==> config.mk <==
export PLATFORM = sky130hd
export DESIGN_NAME = rob_tag_manager
export DESIGN_NICKNAME = d
export VERILOG_FILES = /design/src/rtl/rob_pkg.sv /design/src/rtl/rob_ckpt_table.sv /design/src/rtl/rob_tag_manager.sv
export SDC_FILE = /design/constraint.sdc
export NUM_CORES = 1
export LEC_CHECK = 0
export CAP_MARGIN = 10
export CORE_MARGIN = 8
export CORE_UTILIZATION = 40
export DETAILED_ROUTE_END_ITERATION = 8
export GPL_ROUTABILITY_DRIVEN = 0
export PLACE_DENSITY_LB_ADDON = 0.05
export SETUP_SLACK_MARGIN = 0.4
export SLEW_MARGIN = 15
export SYNTH_ARGS = -nofsm -noshare
export SYNTH_HDL_FRONTEND = slang
export SYNTH_SLANG_ARGS = --single-unit
==> constraint.sdc <==
create_clock -name clk -period 3.18 [get_ports clk]
set_input_delay 0.954 -clock clk [delete_from_list [all_inputs] [get_ports clk]]
set_output_delay 0.954 -clock clk [all_outputs]
set_load 0.05 [all_outputs]
==> src/rtl/rob_pkg.sv <==
// Shared widths, types and default sizing for the ROB tag manager and its
// checkpoint table.
package rob_pkg;
  localparam int DEF_ROB_WIDTH  = 5;
  localparam int DEF_NUM_CKPT   = 4;
  localparam int DEF_CKPT_WIDTH = $clog2(DEF_NUM_CKPT);
  localparam int ROB_DEPTH      = 1 << DEF_ROB_WIDTH;

  typedef logic [DEF_ROB_WIDTH:0]    rob_ptr_t;
  typedef logic [DEF_ROB_WIDTH-1:0]  rob_tag_t;
  typedef logic [DEF_CKPT_WIDTH-1:0] ckpt_id_t;
endpackage

==> src/rtl/rob_ckpt_table.sv <==
// Branch checkpoint table: one tail snapshot per in-flight branch, valid bits,
// allocation pointer and the younger-mask used to squash on a mispredict.
module rob_ckpt_table
  import rob_pkg::*;
#(
  parameter int NUM_CKPT   = DEF_NUM_CKPT,
  parameter int CKPT_WIDTH = $clog2(NUM_CKPT),
  parameter int PTR_WIDTH  = DEF_ROB_WIDTH + 1
) (
  input  logic                  clk,
  input  logic                  reset,
  input  logic                  branch_gnt,
  input  logic [PTR_WIDTH-1:0]  snap_in,
  input  logic                  resolve_ok,
  input  logic [CKPT_WIDTH-1:0] resolve_id,
  input  logic                  flush,
  output logic [CKPT_WIDTH-1:0] ckpt_ptr,
  output logic                  ckpt_avail,
  output logic                  resolve_hit,
  output logic [PTR_WIDTH-1:0]  restore_ptr
);
  logic [PTR_WIDTH-1:0]  snap [NUM_CKPT];
  logic [NUM_CKPT-1:0]   valid;
  logic [NUM_CKPT-1:0]   younger;
  logic [CKPT_WIDTH-1:0] span;

  assign ckpt_avail  = ~valid[ckpt_ptr];
  assign resolve_hit = valid[resolve_id];
  assign restore_ptr = snap[resolve_id];
  assign span        = ckpt_ptr - resolve_id;

  // span==0 with a valid resolving id means the table wrapped fully: squash all
  always_comb begin
    younger = '0;
    for (int i = 0; i < NUM_CKPT; i++) begin
      younger[i] = (span == '0) || ((CKPT_WIDTH'(i) - resolve_id) < span);
    end
  end

  always_ff @(posedge clk) begin
    if (reset) begin
      valid    <= '0;
      ckpt_ptr <= '0;
    end else if (flush) begin
      valid    <= valid & ~younger;
      ckpt_ptr <= resolve_id;
    end else begin
      if (resolve_ok) valid[resolve_id] <= 1'b0;
      if (branch_gnt) begin
        valid[ckpt_ptr] <= 1'b1;
        ckpt_ptr        <= ckpt_ptr + {{(CKPT_WIDTH-1){1'b0}}, 1'b1};
      end
    end
  end

  always_ff @(posedge clk) begin
    if (branch_gnt && !flush) snap[ckpt_ptr] <= snap_in;
  end
endmodule

==> src/rtl/rob_tag_manager.sv <==
// ROB tag allocator: head/tail pointers with wrap bit, occupancy flags and
// dispatch grant; branch checkpoints live in rob_ckpt_table.
module rob_tag_manager
  import rob_pkg::*;
#(
  parameter int ROB_WIDTH  = DEF_ROB_WIDTH,
  parameter int NUM_CKPT   = DEF_NUM_CKPT,
  parameter int CKPT_WIDTH = $clog2(NUM_CKPT)
) (
  input  logic                  clk,
  input  logic                  reset,
  input  logic                  alloc_req,
  input  logic                  is_branch_dispatch,
  output logic                  alloc_gnt,
  output logic [ROB_WIDTH-1:0]  rob_tag,
  output logic [CKPT_WIDTH-1:0] ckpt_id,
  input  logic                  retire_valid,
  input  logic                  branch_resolve,
  input  logic [CKPT_WIDTH-1:0] resolve_ckpt_id,
  input  logic                  branch_mispredict,
  output logic                  full,
  output logic                  empty,
  output logic [ROB_WIDTH:0]    count,
  output logic                  ckpt_avail
);
  localparam logic [ROB_WIDTH:0] ONE   = {{ROB_WIDTH{1'b0}}, 1'b1};
  localparam logic [ROB_WIDTH:0] DEPTH = {1'b1, {ROB_WIDTH{1'b0}}};

  logic [ROB_WIDTH:0] head, tail, tail_inc, restore_ptr;
  logic               resolve_hit, flush;

  assign tail_inc  = tail + ONE;
  assign count     = tail - head;
  assign full      = (count == DEPTH);
  assign empty     = (count == '0);
  assign rob_tag   = tail[ROB_WIDTH-1:0];
  assign flush     = branch_resolve & branch_mispredict & resolve_hit;
  assign alloc_gnt = alloc_req & ~full & ~flush & (~is_branch_dispatch | ckpt_avail);

  rob_ckpt_table #(
    .NUM_CKPT  (NUM_CKPT),
    .CKPT_WIDTH(CKPT_WIDTH),
    .PTR_WIDTH (ROB_WIDTH + 1)
  ) u_ckpt (
    .clk        (clk),
    .reset      (reset),
    .branch_gnt (alloc_gnt & is_branch_dispatch),
    .snap_in    (tail_inc),
    .resolve_ok (branch_resolve & ~branch_mispredict),
    .resolve_id (resolve_ckpt_id),
    .flush      (flush),
    .ckpt_ptr   (ckpt_id),
    .ckpt_avail (ckpt_avail),
    .resolve_hit(resolve_hit),
    .restore_ptr(restore_ptr)
  );

  // Retire applies alongside a flush: the retiring entry predates every branch
  always_ff @(posedge clk) begin
    if (reset) begin
      head <= '0;
      tail <= '0;
    end else begin
      if (flush)          tail <= restore_ptr;
      else if (alloc_gnt) tail <= tail_inc;
      if (retire_valid && !empty) head <= head + ONE;
    end
  end
endmodule

* Word-level counts from Yosys, hierarchy flattened
Memories as Yosys holds them, arrays and structs flattened.
Index checks and enable logic that the tools add are counted.
** Cells by class
- $add $sub $neg :: 9
- $lt $le $gt $ge :: 8
- Equality and inequality tests :: 1
- Muxes and demuxes :: 19
- Bitwise operators :: 18
- Reduce and logical (&&, ||, !) cells :: 14
** Operators with widths (number)
- 4-bit 2-to-1 mux :: 5
- 6-bit by 1-bit adder with 6-bit output (second input constant) :: 2
- 6-bit 2-to-1 mux :: 2
- 4-bit bitwise AND :: 2
- 2-bit < comparator :: 4
- 4-bit NOT :: 2
- 1-bit bitwise AND :: 7
- 6-bit equality test (second input constant) :: 1
- 6-bit zero test :: 1
- 2-bit by 3-bit < comparator with 1-bit output (second input constant) :: 2
- 1-bit 2-to-1 mux :: 6
- 6-bit subtractor :: 1
- 1-bit NOT :: 5
- 1-bit binary-select mux with 2-bit select :: 2
- 1-bit demux with 2-bit select :: 2
- 2-bit by 1-bit greater-or-equal comparator with 1-bit output (second input constant) :: 2
- 1-bit logical AND :: 4
- 1-bit logical OR :: 4
- 2-bit 2-to-1 mux :: 2
- 4-bit OR :: 1
- 2-bit nonzero test :: 2
- 1-bit by 2-bit subtractor with 2-bit output (first input constant) :: 2
- 2-bit subtractor (first input constant) :: 2
- 2-bit by 1-bit adder with 2-bit output (second input constant) :: 1
- 4 further kinds :: 5
** Storage, ports and cells
- Bits in registers :: 18
- Bits in writable memories :: 24
- Input port bits :: 9
- Memories kept :: 1
** Memories
- u_ckpt.snap :: depth 4, bits a word 6, rd ports 1, clocked after Yosys merged registers in 0, wr ports 1, line rob_ckpt_table.sv:22 : logic [PTR_WIDTH-1:0] snap [NUM_CKPT];

* Longest topological paths before layout
Gate-level depths: netlist of the first run.
- Word-level depth :: 12
- Mapped depth :: 12
- Gate-level depth less buffers :: 11

* Hierarchy
A second synthesis of the first run with hierarchy kept.
** Unflattened totals
- Cell total of the unflattened synthesis :: 224
- Area total of the unflattened synthesis :: 2474.9 sq um
** By module, submodules not included
- rob_ckpt_table :: times used 1, cells each 97, area each 1441.4 sq um, sequential area each 840.8 sq um
- rob_tag_manager :: times used 1, cells each 127, area each 1033.5 sq um, sequential area each 240.2 sq um

* Worst setup path before layout of the first run
No wires, ideal clock.
- Path kind :: register to output
- Start :: reg tail[0]
- End :: out alloc_gnt
- Data arrival time :: 2990 ps
- Slack :: -764 ps
- Cell stages (with the launch flop) :: 10
- Cell sequence :: dfxtp_1 -> inv_1 -> ha_1 -> inv_1 -> fa_1 -> xor2_1 -> nor4_1 -> mux2_2 -> o211ai_4 -> and3_1
** Between the ends
- Longest elaborated chain between the ends :: 6
** RTL lines
- start, declared :: line rob_tag_manager.sv:29 : logic [ROB_WIDTH:0] head, tail, tail_inc, restore_ptr;
- start signal, assigned :: line rob_tag_manager.sv:64 : if (flush) tail <= restore_ptr;
- start signal, assigned :: line rob_tag_manager.sv:65 : else if (alloc_gnt) tail <= tail_inc;
- 6-bit subtractor :: line rob_tag_manager.sv:33 : assign count = tail - head;
- named net count[2] :: line rob_tag_manager.sv:23 : output logic [ROB_WIDTH:0] count,
- 6-bit equality test :: line rob_tag_manager.sv:34 : assign full = (count == DEPTH);
- 1-bit NOT :: line rob_tag_manager.sv:38 : assign alloc_gnt = alloc_req & ~full & ~flush & (~is_branch_dispatch | ckpt_avail);
- 1-bit bitwise AND (3 in series) :: line rob_tag_manager.sv:38
- end, declared :: line rob_tag_manager.sv:14 : output logic alloc_gnt,
The timed path passes the listed nets, and every way through them passes these cells.

* Worst setup path after layout of the first run
- Start :: reg tail[0]
- End :: out empty
** Between the ends
- Longest elaborated chain between the ends :: 2
** RTL lines
- 6-bit subtractor :: line rob_tag_manager.sv:33
- 6-bit zero test :: line rob_tag_manager.sv:35 : assign empty = (count == '0);
- end, declared :: line rob_tag_manager.sv:22 : output logic empty,
Every way passes these cells.

==> flow_summary.html, run 1 <==
<table>
<tr><th>Metric</th><th>Value</th></tr>
<tr><th colspan="2">Synth</th></tr>
<tr><td>Number of synthesized flops with an enable pin</td><td>24</td></tr>
<tr><td>Largest family of logic cells by synthesized area</td><td>simple AND/OR/NAND/NOR gates</td></tr>
<tr><td>Post-Synth XOR/XNOR Area</td><td>3.42%</td></tr>
<tr><td>Number of nets produced by synthesis</td><td>265</td></tr>
<tr><td>Arithmetic-cell share of the synthesized area counting full adders, half adders and majority gates</td><td>11.8%</td></tr>
<tr><td>Seq cells post-synth</td><td>42</td></tr>
<tr><td>Most used flip-flop cell after synthesis</td><td>sky130_fd_sc_hd__edfxtp_1</td></tr>
<tr><td>Netlist area before placement</td><td>0.00253 sq mm</td></tr>
<tr><td>Cells after synthesis</td><td>234</td></tr>
<tr><td>Post-synthesis mux area share</td><td>8.77%</td></tr>
<tr><td>Sequential element share of the synthesized area</td><td>42.8%</td></tr>
<tr><td>Syn Area/Cell</td><td>10.8 sq um</td></tr>
<tr><td>Compound-gate portion of the synthesized area</td><td>12.9%</td></tr>
<tr><td>Simple-gate area share of the yosys netlist</td><td>14.1%</td></tr>
<tr><td>Async SR Flop Fraction</td><td>0%</td></tr>
<tr><td>YS warnings</td><td>0</td></tr>
<tr><td>Cell variety after synth</td><td>44</td></tr>
<tr><th colspan="2">Global routing</th></tr>
<tr><td>Maximum number of pins on one net before global-route repair</td><td>29</td></tr>
<tr><td>Number of antenna violations at the first check in global routing</td><td>0</td></tr>
<tr><td>Via count of the first global-routing pass</td><td>1921</td></tr>
<tr><td>Sum of overflow across all layers after global routing</td><td>0</td></tr>
<tr><td>Overall fraction of global-route tracks in use</td><td>14.0%</td></tr>
<tr><td>Global-route wire length before repair</td><td>9890 um</td></tr>
<tr><th colspan="2">Finish</th></tr>
<tr><td># nets final</td><td>318</td></tr>
<tr><td>Most frequent standard cell in the layout excluding fill and tap cells</td><td>sky130_fd_sc_hd__buf_4</td></tr>
<tr><td>Number of inserted filler cells in the final layout</td><td>576</td></tr>
<tr><td>Commonest cells after routing, fill and taps aside</td><td>sky130_fd_sc_hd__buf_4, sky130_fd_sc_hd__edfxtp_1, sky130_fd_sc_hd__inv_1, sky130_fd_sc_hd__ha_1, sky130_fd_sc_hd__nand2_1</td></tr>
<tr><td>Final core utilization</td><td>54.9%</td></tr>
<tr><td>Final design area excluding fillers</td><td>0.00343 sq mm</td></tr>
<tr><td>Fraction of layout cells with a size suffix above 1</td><td>35.1%</td></tr>
<tr><td>Area growth, synth to finish</td><td>35.6%</td></tr>
<tr><td>Number of diodes</td><td>0</td></tr>
<tr><th colspan="2">Detailed routing</th></tr>
<tr><td>DRC violation total after the first TritonRoute iteration</td><td>71</td></tr>
<tr><td>Drc violations</td><td>0</td></tr>
<tr><td>Antenna-violating nets left</td><td>0</td></tr>
<tr><td>Count of vias placed by the detailed router</td><td>1923</td></tr>
<tr><td>Vias per cell</td><td>5.27</td></tr>
<tr><td>Total Wirelength</td><td>5930 um</td></tr>
<tr><td>Routed wire length per instance</td><td>16.3 um</td></tr>
<tr><td>Pre-antenna DRT Iters</td><td>4</td></tr>
<tr><th colspan="2">STA</th></tr>
<tr><td>Maximum clock rate</td><td>0.303 GHz</td></tr>
<tr><td>Final worst clock skew</td><td>0.00871 ns</td></tr>
<tr><td>Endpoints failing hold</td><td>0</td></tr>
<tr><td>Min Tclk post-route</td><td>3.30 ns</td></tr>
<tr><td>RSZ-0062 raised after global routing</td><td>true</td></tr>
<tr><td>Max-slew violations</td><td>0</td></tr>
<tr><td>Slew @ Worst Pin</td><td>0.563 ns</td></tr>
<tr><td>Final worst-path setup slack</td><td>-0.122 ns</td></tr>
<tr><td>Fin Setup TNS</td><td>-0.281 ns</td></tr>
<tr><td>Endpoints failing setup</td><td>3</td></tr>
<tr><td>Tightest slew margin relative to the limit</td><td>62.4%</td></tr>
<tr><td>Final clock period utilization by the worst path</td><td>104%</td></tr>
<tr><th colspan="2">Clocking</th></tr>
<tr><td># hold bufs at CTS</td><td>0</td></tr>
<tr><td>Clock transition at the registers of the reported paths</td><td>0.09 ns</td></tr>
<tr><td>TritonCTS clock tree</td><td>done</td></tr>
<tr><td>Buffer cell driving the clock tree root</td><td>sky130_fd_sc_hd__clkbuf_8</td></tr>
<tr><td>CTS sink cnt</td><td>42</td></tr>
<tr><td>Clock Latency Late Sink</td><td>0.30 ns</td></tr>
<tr><td>CTS Buf Count</td><td>5</td></tr>
<tr><td>H-tree lvl count</td><td>2</td></tr>
<tr><td>Number of buffers on the longest clock path</td><td>2</td></tr>
<tr><th colspan="2">Job</th></tr>
<tr><td>Max_cap viols</td><td>0</td></tr>
<tr><th colspan="2">Floorplanning</th></tr>
<tr><td>Core area</td><td>0.00624 sq mm</td></tr>
<tr><td>Die Width</td><td>95.5 um</td></tr>
<tr><td>Std cell rows</td><td>29</td></tr>
<tr><td>Y dimension of the die</td><td>95.5 um</td></tr>
<tr><td>Starting density of the core</td><td>40.5%</td></tr>
<tr><td>Die area</td><td>0.00911 sq mm</td></tr>
<tr><td>Number of top-level design ports</td><td>26</td></tr>
<tr><th colspan="2">Placed design</th></tr>
<tr><td>Post-DP HPWL</td><td>4540 um</td></tr>
<tr><td>Number of input and output port buffers inserted</td><td>25</td></tr>
<tr><td>Instance area at placement</td><td>0.00317 sq mm</td></tr>
<tr><td>Setup WS pre-CTS</td><td>-0.145 ns</td></tr>
<tr><th colspan="2">Power</th></tr>
<tr><td>Static Leak</td><td>1.34 nW</td></tr>
<tr><td>Ratio of total power to cell area</td><td>692 mW/mm^2</td></tr>
<tr><td>Highest ir drop seen on vdd</td><td>580 uV</td></tr>
<tr><th colspan="2">Critical path</th></tr>
<tr><td>Data arrival at the endpoint of the critical path</td><td>2.35 ns</td></tr>
<tr><td>Critical Path Source Type</td><td>flop</td></tr>
<tr><td>Startpoint of the most critical register-to-register path</td><td>tail[0]</td></tr>
<tr><td>Crit Path Class</td><td>reg -&gt; out</td></tr>
<tr><td>Endpoint type of the worst setup path</td><td>primary output</td></tr>
<tr><td>Crit path required time</td><td>2.23 ns</td></tr>
<tr><td>Start point of the critical path</td><td>tail[0]</td></tr>
<tr><td>Reg2reg setup slack</td><td>0.41 ns</td></tr>
<tr><td>Max Fanout on Critical Path</td><td>2</td></tr>
<tr><th colspan="2">Hold path</th></tr>
<tr><td>Beginning of the worst hold path</td><td>head[3]</td></tr>
<tr><td>Class of the tightest hold or removal check</td><td>reg -&gt; reg</td></tr>
<tr><th colspan="2">Status</th></tr>
<tr><td>Violated checks</td><td>negative setup slack</td></tr>
<tr><td>Run status</td><td>finished, violations left</td></tr>
</table>
area by class of cell:
cell class,count,area [sq um],area share (%)
clock buffer,5,68.8,2.01
clock inverter,3,48.8,1.42
inverter,21,83.8,2.45
multi-input combinational,157,1470,42.8
sequential,42,1090,31.8
tap,77,96.3,2.81
timing repair buffer,60,573,16.7
Yosys cell counts (2+ instances only):
master | instances | area (sq um)
sky130_fd_sc_hd__a21o_1 | 4 | 30.0
sky130_fd_sc_hd__a21oi_1 | 4 | 20.0
sky130_fd_sc_hd__a311oi_1 | 11 | 96.3
sky130_fd_sc_hd__a31oi_1 | 4 | 25.0
sky130_fd_sc_hd__and2_1 | 3 | 18.8
sky130_fd_sc_hd__and3_1 | 9 | 56.3
sky130_fd_sc_hd__buf_4 | 6 | 45.0
sky130_fd_sc_hd__clkbuf_1 | 6 | 22.5
sky130_fd_sc_hd__dfxtp_1 | 18 | 360
sky130_fd_sc_hd__edfxtp_1 | 24 | 721
sky130_fd_sc_hd__fa_1 | 3 | 60.1
sky130_fd_sc_hd__ha_1 | 19 | 238
sky130_fd_sc_hd__inv_1 | 19 | 71.3
sky130_fd_sc_hd__mux2_2 | 2 | 22.5
sky130_fd_sc_hd__mux2i_1 | 3 | 30.0
sky130_fd_sc_hd__mux4_2 | 7 | 158
sky130_fd_sc_hd__nand2_1 | 15 | 56.3
sky130_fd_sc_hd__nand3_1 | 13 | 65.1
sky130_fd_sc_hd__nor2_1 | 11 | 41.3
sky130_fd_sc_hd__nor2b_1 | 3 | 18.8
sky130_fd_sc_hd__nor3_1 | 3 | 15.0
sky130_fd_sc_hd__nor4_1 | 2 | 12.5
sky130_fd_sc_hd__o21ai_0 | 12 | 60.1
sky130_fd_sc_hd__or3_1 | 7 | 43.8
sky130_fd_sc_hd__xor2_1 | 7 | 61.3
repair_timing:
action | in CTS | in global routing
resized for setup | 10 | 12
pin swaps | 12 | 8
setup endpoints to repair | 13 | 16
setup buffers | 8 | 1
path summary, 6_finish.rpt:
path              endpoint  depth (start not counted)
setup / recovery     empty                         11
hold / removal     head[3]                          2
setup reg to reg   head[1]                         14
hold reg to reg    head[3]                          2
state kept, by name (all words and copies together), names as in the netlist:
| signal | cells |
|---|---|
| head | 6 |
| u_ckpt.snap | 24 |
| tail | 6 |
| u_ckpt.ckpt_ptr | 2 |
| u_ckpt.valid | 4 |
worst max-delay path, cell delays in order, from the launching register on:
cell                      delay, ns
sky130_fd_sc_hd__dfxtp_2       0.33
sky130_fd_sc_hd__inv_2         0.07
sky130_fd_sc_hd__ha_4          0.13
sky130_fd_sc_hd__inv_2         0.03
sky130_fd_sc_hd__fa_2          0.38
sky130_fd_sc_hd__a21o_1        0.19
sky130_fd_sc_hd__a21oi_2       0.16
sky130_fd_sc_hd__xor2_2        0.22
sky130_fd_sc_hd__buf_4         0.16
sky130_fd_sc_hd__inv_4         0.03
sky130_fd_sc_hd__nor3_4        0.20
sky130_fd_sc_hd__buf_12        0.16
per-layer routing:
layer  global-route usage (%)  part of all wire (%)
met5                        0                     0
met4                     3.46                   1.0
met3                     2.68                   2.8
met2                     22.8                    48
met1                     18.8                    48
cell families (layout without fill, tap and decap cells):
| logic type | count (synthesis) | after routing |
|---|---|---|
| AO/OA/AOI/OAI | 43 | 43 |
| XOR/XNOR | 9 | 9 |
| adder cells (fa/ha/maj) | 22 | 22 |
| buffers and inverters | 35 | 89 |
| flip-flops | 42 | 42 |
| multiplexers | 13 | 13 |
| AND/OR/NAND/NOR | 70 | 70 |
power by group:
group / switching, mW / internal (mW)
clock network: 0.196 / 0.239
registers: 0.0339 / 0.628
logic: 0.712 / 0.564
stage by stage:
step                hold WS [ns]  std cells  total power, mW
CTS                        0.503        364             2.38
finish                     0.494        365             2.37
global route               0.517        365             2.49
floorplan                  0.458        234             1.45
detailed placement         0.487        348             1.85
global placement           0.470        348             1.85
Note: power is estimated with default switching activity, not from simulation.
==> inputs of run 2 (changes only) <==
GPL_TIMING_DRIVEN = 1   (was not set)
SETUP_SLACK_MARGIN = not set   (was 0.4)
SYNTH_HIERARCHICAL = 1   (was not set)
==> run 2 against run 1 <==
Against the previous run:
- the flow still finishes with violations (negative setup slack)
- core utilization grew 0.44 points
- sequential share of layout area grew 1.2 points
- count of clock-buffer cells in the layout is the same
- wire length shrank 4.7%
- die area decreased by 1.7%
- first-iteration DRC count is 30% higher
==> flow_summary.html, run 2 <==
<table>
<tr><th>Metric</th><th>Value</th></tr>
<tr><th colspan="2">Status</th></tr>
<tr><td>Run status</td><td>finished, violations left</td></tr>
<tr><td>Violated checks</td><td>negative setup slack</td></tr>
<tr><th colspan="2">Power</th></tr>
<tr><td>Portion of total power attributed to the clock network</td><td>13.8%</td></tr>
<tr><td>Overall Power</td><td>2.61 mW</td></tr>
<tr><td>Part of the power in registers</td><td>25.9%</td></tr>
<tr><td>Cell internal power dissipation</td><td>1.49 mW</td></tr>
<tr><td>Highest ir drop seen on vdd</td><td>1250 uV</td></tr>
<tr><td>Ratio of total power to cell area</td><td>792 mW/mm^2</td></tr>
<tr><td>Switching Share</td><td>43.0%</td></tr>
<tr><td>Relative contribution of combinational cells to total power</td><td>60.3%</td></tr>
<tr><td>Static Leak</td><td>1.29 nW</td></tr>
<tr><td>Net switching power of the design</td><td>1.12 mW</td></tr>
<tr><th colspan="2">Synth</th></tr>
<tr><td>Number of nets produced by synthesis</td><td>252</td></tr>
<tr><td>Top cells by instance count after synthesis</td><td>sky130_fd_sc_hd__edfxtp_1, sky130_fd_sc_hd__inv_1, sky130_fd_sc_hd__dfxtp_1, sky130_fd_sc_hd__ha_1</td></tr>
<tr><td>Cell variety after synth</td><td>52</td></tr>
<tr><td>Sequential element share of the synthesized area</td><td>43.7%</td></tr>
<tr><td>Async SR Flop Fraction</td><td>0%</td></tr>
<tr><td>Area share of the leading cell type in the synthesized netlist</td><td>29.1%</td></tr>
<tr><td>Most used flip-flop cell after synthesis</td><td>sky130_fd_sc_hd__edfxtp_1</td></tr>
<tr><td>Dominant cell type by area after synthesis</td><td>sky130_fd_sc_hd__edfxtp_1</td></tr>
<tr><td>Leading cell types by total area after synthesis</td><td>sky130_fd_sc_hd__edfxtp_1, sky130_fd_sc_hd__dfxtp_1, sky130_fd_sc_hd__ha_1, sky130_fd_sc_hd__mux4_2, sky130_fd_sc_hd__inv_1</td></tr>
<tr><td>Number of synthesized flops with an enable pin</td><td>24</td></tr>
<tr><td>Syn Area/Cell</td><td>11.0 sq um</td></tr>
<tr><td>Netlist area before placement</td><td>0.00247 sq mm</td></tr>
<tr><td>Seq cells post-synth</td><td>42</td></tr>
<tr><td>Cells after synthesis</td><td>224</td></tr>
<tr><td>Dominant cell by count in the synthesized netlist</td><td>sky130_fd_sc_hd__edfxtp_1</td></tr>
<tr><td>YS warnings</td><td>6</td></tr>
<tr><th colspan="2">Clocking</th></tr>
<tr><td>CTS Buf Count</td><td>5</td></tr>
<tr><td>Number of buffers on the longest clock path</td><td>2</td></tr>
<tr><td>Buffer cell driving the clock tree root</td><td>sky130_fd_sc_hd__clkbuf_8</td></tr>
<tr><td>Clock transition at the registers of the reported paths</td><td>0.08 ns</td></tr>
<tr><td>H-tree lvl count</td><td>2</td></tr>
<tr><td>Clock Latency Late Sink</td><td>0.30 ns</td></tr>
<tr><td>CTS sink cnt</td><td>42</td></tr>
<tr><td># hold bufs at CTS</td><td>0</td></tr>
<tr><td>TritonCTS clock tree</td><td>done</td></tr>
<tr><th colspan="2">Critical path</th></tr>
<tr><td>Data arrival at the endpoint of the critical path</td><td>2.24 ns</td></tr>
<tr><td>Cell with the largest stage delay on the worst path</td><td>sky130_fd_sc_hd__dfxtp_2</td></tr>
<tr><td>Startpoint of the most critical register-to-register path</td><td>head[1]</td></tr>
<tr><td>R2R cell count</td><td>14</td></tr>
<tr><td>Largest stage delay on the critical path</td><td>0.34 ns</td></tr>
<tr><td>Critical Path Source Type</td><td>flop</td></tr>
<tr><td>Endpoint type of the worst setup path</td><td>primary output</td></tr>
<tr><td>Reg2reg setup slack</td><td>0.28 ns</td></tr>
<tr><td>Crit Path Class</td><td>reg -&gt; out</td></tr>
<tr><td>Cell-by-cell listing of the critical path</td><td>inv_2 &gt; ha_4 &gt; and2b_2 &gt; o221a_1 &gt; a31o_1 &gt; o2111a_2 &gt; nor3_4 &gt; buf_12</td></tr>
<tr><td>Max Fanout on Critical Path</td><td>5</td></tr>
<tr><td>Worst R2R End</td><td>u_ckpt/valid[0]</td></tr>
<tr><td>Crit path required time</td><td>2.23 ns</td></tr>
<tr><th colspan="2">Finish</th></tr>
<tr><td>Area growth, synth to finish</td><td>33.2%</td></tr>
<tr><td>Post-Layout Cell Count</td><td>351</td></tr>
<tr><td>Final design area excluding fillers</td><td>0.00330 sq mm</td></tr>
<tr><td>Most frequent standard cell in the layout excluding fill and tap cells</td><td>sky130_fd_sc_hd__buf_4</td></tr>
<tr><td>Number of flip-flops in the largest register</td><td>24</td></tr>
<tr><td>Register bank with the most flops</td><td>u_ckpt/snap</td></tr>
<tr><td># nets final</td><td>303</td></tr>
<tr><td>Final core utilization</td><td>55.3%</td></tr>
<tr><td>Largest registers</td><td>u_ckpt/snap x24, head x6, tail x6</td></tr>
<tr><td>Commonest cells after routing, fill and taps aside</td><td>sky130_fd_sc_hd__buf_4, sky130_fd_sc_hd__edfxtp_1, sky130_fd_sc_hd__inv_1, sky130_fd_sc_hd__clkdlybuf4s50_1, sky130_fd_sc_hd__ha_1</td></tr>
<tr><td>Number of inserted filler cells in the final layout</td><td>537</td></tr>
<tr><td>Fraction of layout cells with a size suffix above 1</td><td>36.2%</td></tr>
<tr><td>Number of diodes</td><td>0</td></tr>
<tr><th colspan="2">STA</th></tr>
<tr><td>Endpoints failing setup</td><td>2</td></tr>
<tr><td>Final clock period utilization by the worst path</td><td>101%</td></tr>
<tr><td>Tightest slew margin relative to the limit</td><td>50.4%</td></tr>
<tr><td>Slew @ Worst Pin</td><td>0.742 ns</td></tr>
<tr><td>Min Tclk post-route</td><td>3.20 ns</td></tr>
<tr><td>Final Hold Slack</td><td>0.506 ns</td></tr>
<tr><td>Fin Setup TNS</td><td>-0.0292 ns</td></tr>
<tr><td>Final worst clock skew</td><td>0.00828 ns</td></tr>
<tr><td>Maximum clock rate</td><td>0.313 GHz</td></tr>
<tr><td>Final worst-path setup slack</td><td>-0.0162 ns</td></tr>
<tr><td>RSZ-0062 raised after global routing</td><td>true</td></tr>
<tr><td>Endpoints failing hold</td><td>0</td></tr>
<tr><td>Max-slew violations</td><td>0</td></tr>
<tr><th colspan="2">Job</th></tr>
<tr><td>Max_cap viols</td><td>0</td></tr>
<tr><th colspan="2">Hold path</th></tr>
<tr><td>Worst hold path cell count</td><td>2</td></tr>
<tr><td>Beginning of the worst hold path</td><td>head[4]</td></tr>
<tr><td>Class of the tightest hold or removal check</td><td>reg -&gt; reg</td></tr>
<tr><td>Worst Hold Endpoint</td><td>head[4]</td></tr>
<tr><th colspan="2">Global routing</th></tr>
<tr><td>Via count of the first global-routing pass</td><td>1856</td></tr>
<tr><td>Overall fraction of global-route tracks in use</td><td>13.4%</td></tr>
<tr><td>Maximum number of pins on one net before global-route repair</td><td>20</td></tr>
<tr><td>Number of antenna violations at the first check in global routing</td><td>0</td></tr>
<tr><td>Sum of overflow across all layers after global routing</td><td>0</td></tr>
<tr><td>Global-route wire length before repair</td><td>9280 um</td></tr>
<tr><th colspan="2">Detailed routing</th></tr>
<tr><td>Drc violations</td><td>0</td></tr>
<tr><td>Total Wirelength</td><td>5650 um</td></tr>
<tr><td>Antenna-violating nets left</td><td>0</td></tr>
<tr><td>Pre-antenna DRT Iters</td><td>4</td></tr>
<tr><td>DRC violation total after the first TritonRoute iteration</td><td>92</td></tr>
<tr><td>Vias per cell</td><td>5.25</td></tr>
<tr><td>Routed wire length per instance</td><td>16.1 um</td></tr>
<tr><td>Count of vias placed by the detailed router</td><td>1844</td></tr>
<tr><th colspan="2">Floorplanning</th></tr>
<tr><td>Die area</td><td>0.00896 sq mm</td></tr>
<tr><td>Starting density of the core</td><td>41.6%</td></tr>
<tr><td>Std cell rows</td><td>28</td></tr>
<tr><td>Number of top-level design ports</td><td>26</td></tr>
<tr><td>Core area</td><td>0.00596 sq mm</td></tr>
<tr><td>Die Width</td><td>94.7 um</td></tr>
<tr><td>Y dimension of the die</td><td>94.7 um</td></tr>
<tr><th colspan="2">Placed design</th></tr>
<tr><td>Setup WS pre-CTS</td><td>-0.308 ns</td></tr>
<tr><td>Instance area at placement</td><td>0.00305 sq mm</td></tr>
<tr><td>Post-DP HPWL</td><td>4240 um</td></tr>
<tr><td>Number of input and output port buffers inserted</td><td>25</td></tr>
<tr><td>Placed insts</td><td>335</td></tr>
</table>
-- run 2: cell types whose count changed after synthesis, moves of 4 or more --
cell / previous run / this run
sky130_fd_sc_hd__inv_1: 19 / 23
sky130_fd_sc_hd__a31oi_1: 4 / 0
sky130_fd_sc_hd__a21oi_1: 4 / 9
sky130_fd_sc_hd__a211oi_1: 0 / 4
sky130_fd_sc_hd__o21ai_0: 12 / 8
sky130_fd_sc_hd__nand3_1: 13 / 6
sky130_fd_sc_hd__and3_1: 9 / 2
sky130_fd_sc_hd__a21o_1: 4 / 0
sky130_fd_sc_hd__a311oi_1: 11 / 6
-- run 2: worst max-delay path by stage --
stage / slack [ns] / endpoint / from / cells after the start
finish: -0.02 / alloc_gnt / head[1] / 8
global route: -0.1 / full / tail[0] / 9
CTS: -0.09 / alloc_gnt / head[1] / 8
detailed placement: -0.31 / alloc_gnt / resolve_ckpt_id[1] / 6
global placement: -0.29 / alloc_gnt / resolve_ckpt_id[1] / 6
floorplan: -0.06 / alloc_gnt / tail[0] / 8
-- run 2: critical path, delay by kind of cell (launching register included) --
kind | cells | cell delay, ns
and+or+nand+nor | 2 | 0.38
adders and majority gates | 1 | 0.19
buffers and inverters | 2 | 0.21
AOI/OAI and AO/OA | 3 | 0.82
DFF | 1 | 0.34
-- run 2: timing repair --
action | 4_1_cts | 5_1_grt
gates resized for setup | 13 | 15
hold endpoints to repair | 0 | 0
buffers inserted | 6 | 2
setup endpoints to repair | 3 | 4
pin swaps | 6 | 8
-- run 2: cells by family (layout without fill, tap and decap cells) --
family          count (synthesis)  count (layout)  share of synthesized area [%]
compound gates                 45              45                           14.2
xor+xnor                       12              12                           4.55
fa+ha+maj                      19              19                           9.91
buf+inv                        34              86                           6.27
flops                          42              42                           43.7
mux                            10              10                           8.24
simple gates                   62              62                           13.2
-- run 2: power by group through the flow --
| stage | clock network [mW] | registers, mW | logic [mW] |
|---|---|---|---|
| 2_1_floorplan | 0 | 0.705 | 0.942 |
| 3_3_place_gp | 0 | 0.684 | 1.44 |
| 3_5_place_dp | 0 | 0.684 | 1.44 |
| 4_1_cts | 0.371 | 0.677 | 1.53 |
| 5_1_grt | 0.390 | 0.684 | 1.68 |
| 6_report | 0.360 | 0.677 | 1.57 |
-- run 2: per-layer routing --
layer | track usage [%] | wire, um | up-vias
met5 | 0 | 0 | -
met4 | 3.90 | 61 | 0
met3 | 3.49 | 241 | 6
met2 | 20.0 | 2550 | 26
met1 | 18.4 | 2800 | 891
li1 | - | - | 921
-- run 2: cell type report --
class	instances	area (sq um)	share of cell area (%)
repair buffers	55	520	15.8
clock buffers	5	68.8	2.09
inverters	23	96.3	2.92
well taps	75	93.8	2.85
flip-flops and latches	42	1090	33.0
multi-input cells	148	1400	42.6
clock inverters	3	25.0	0.759
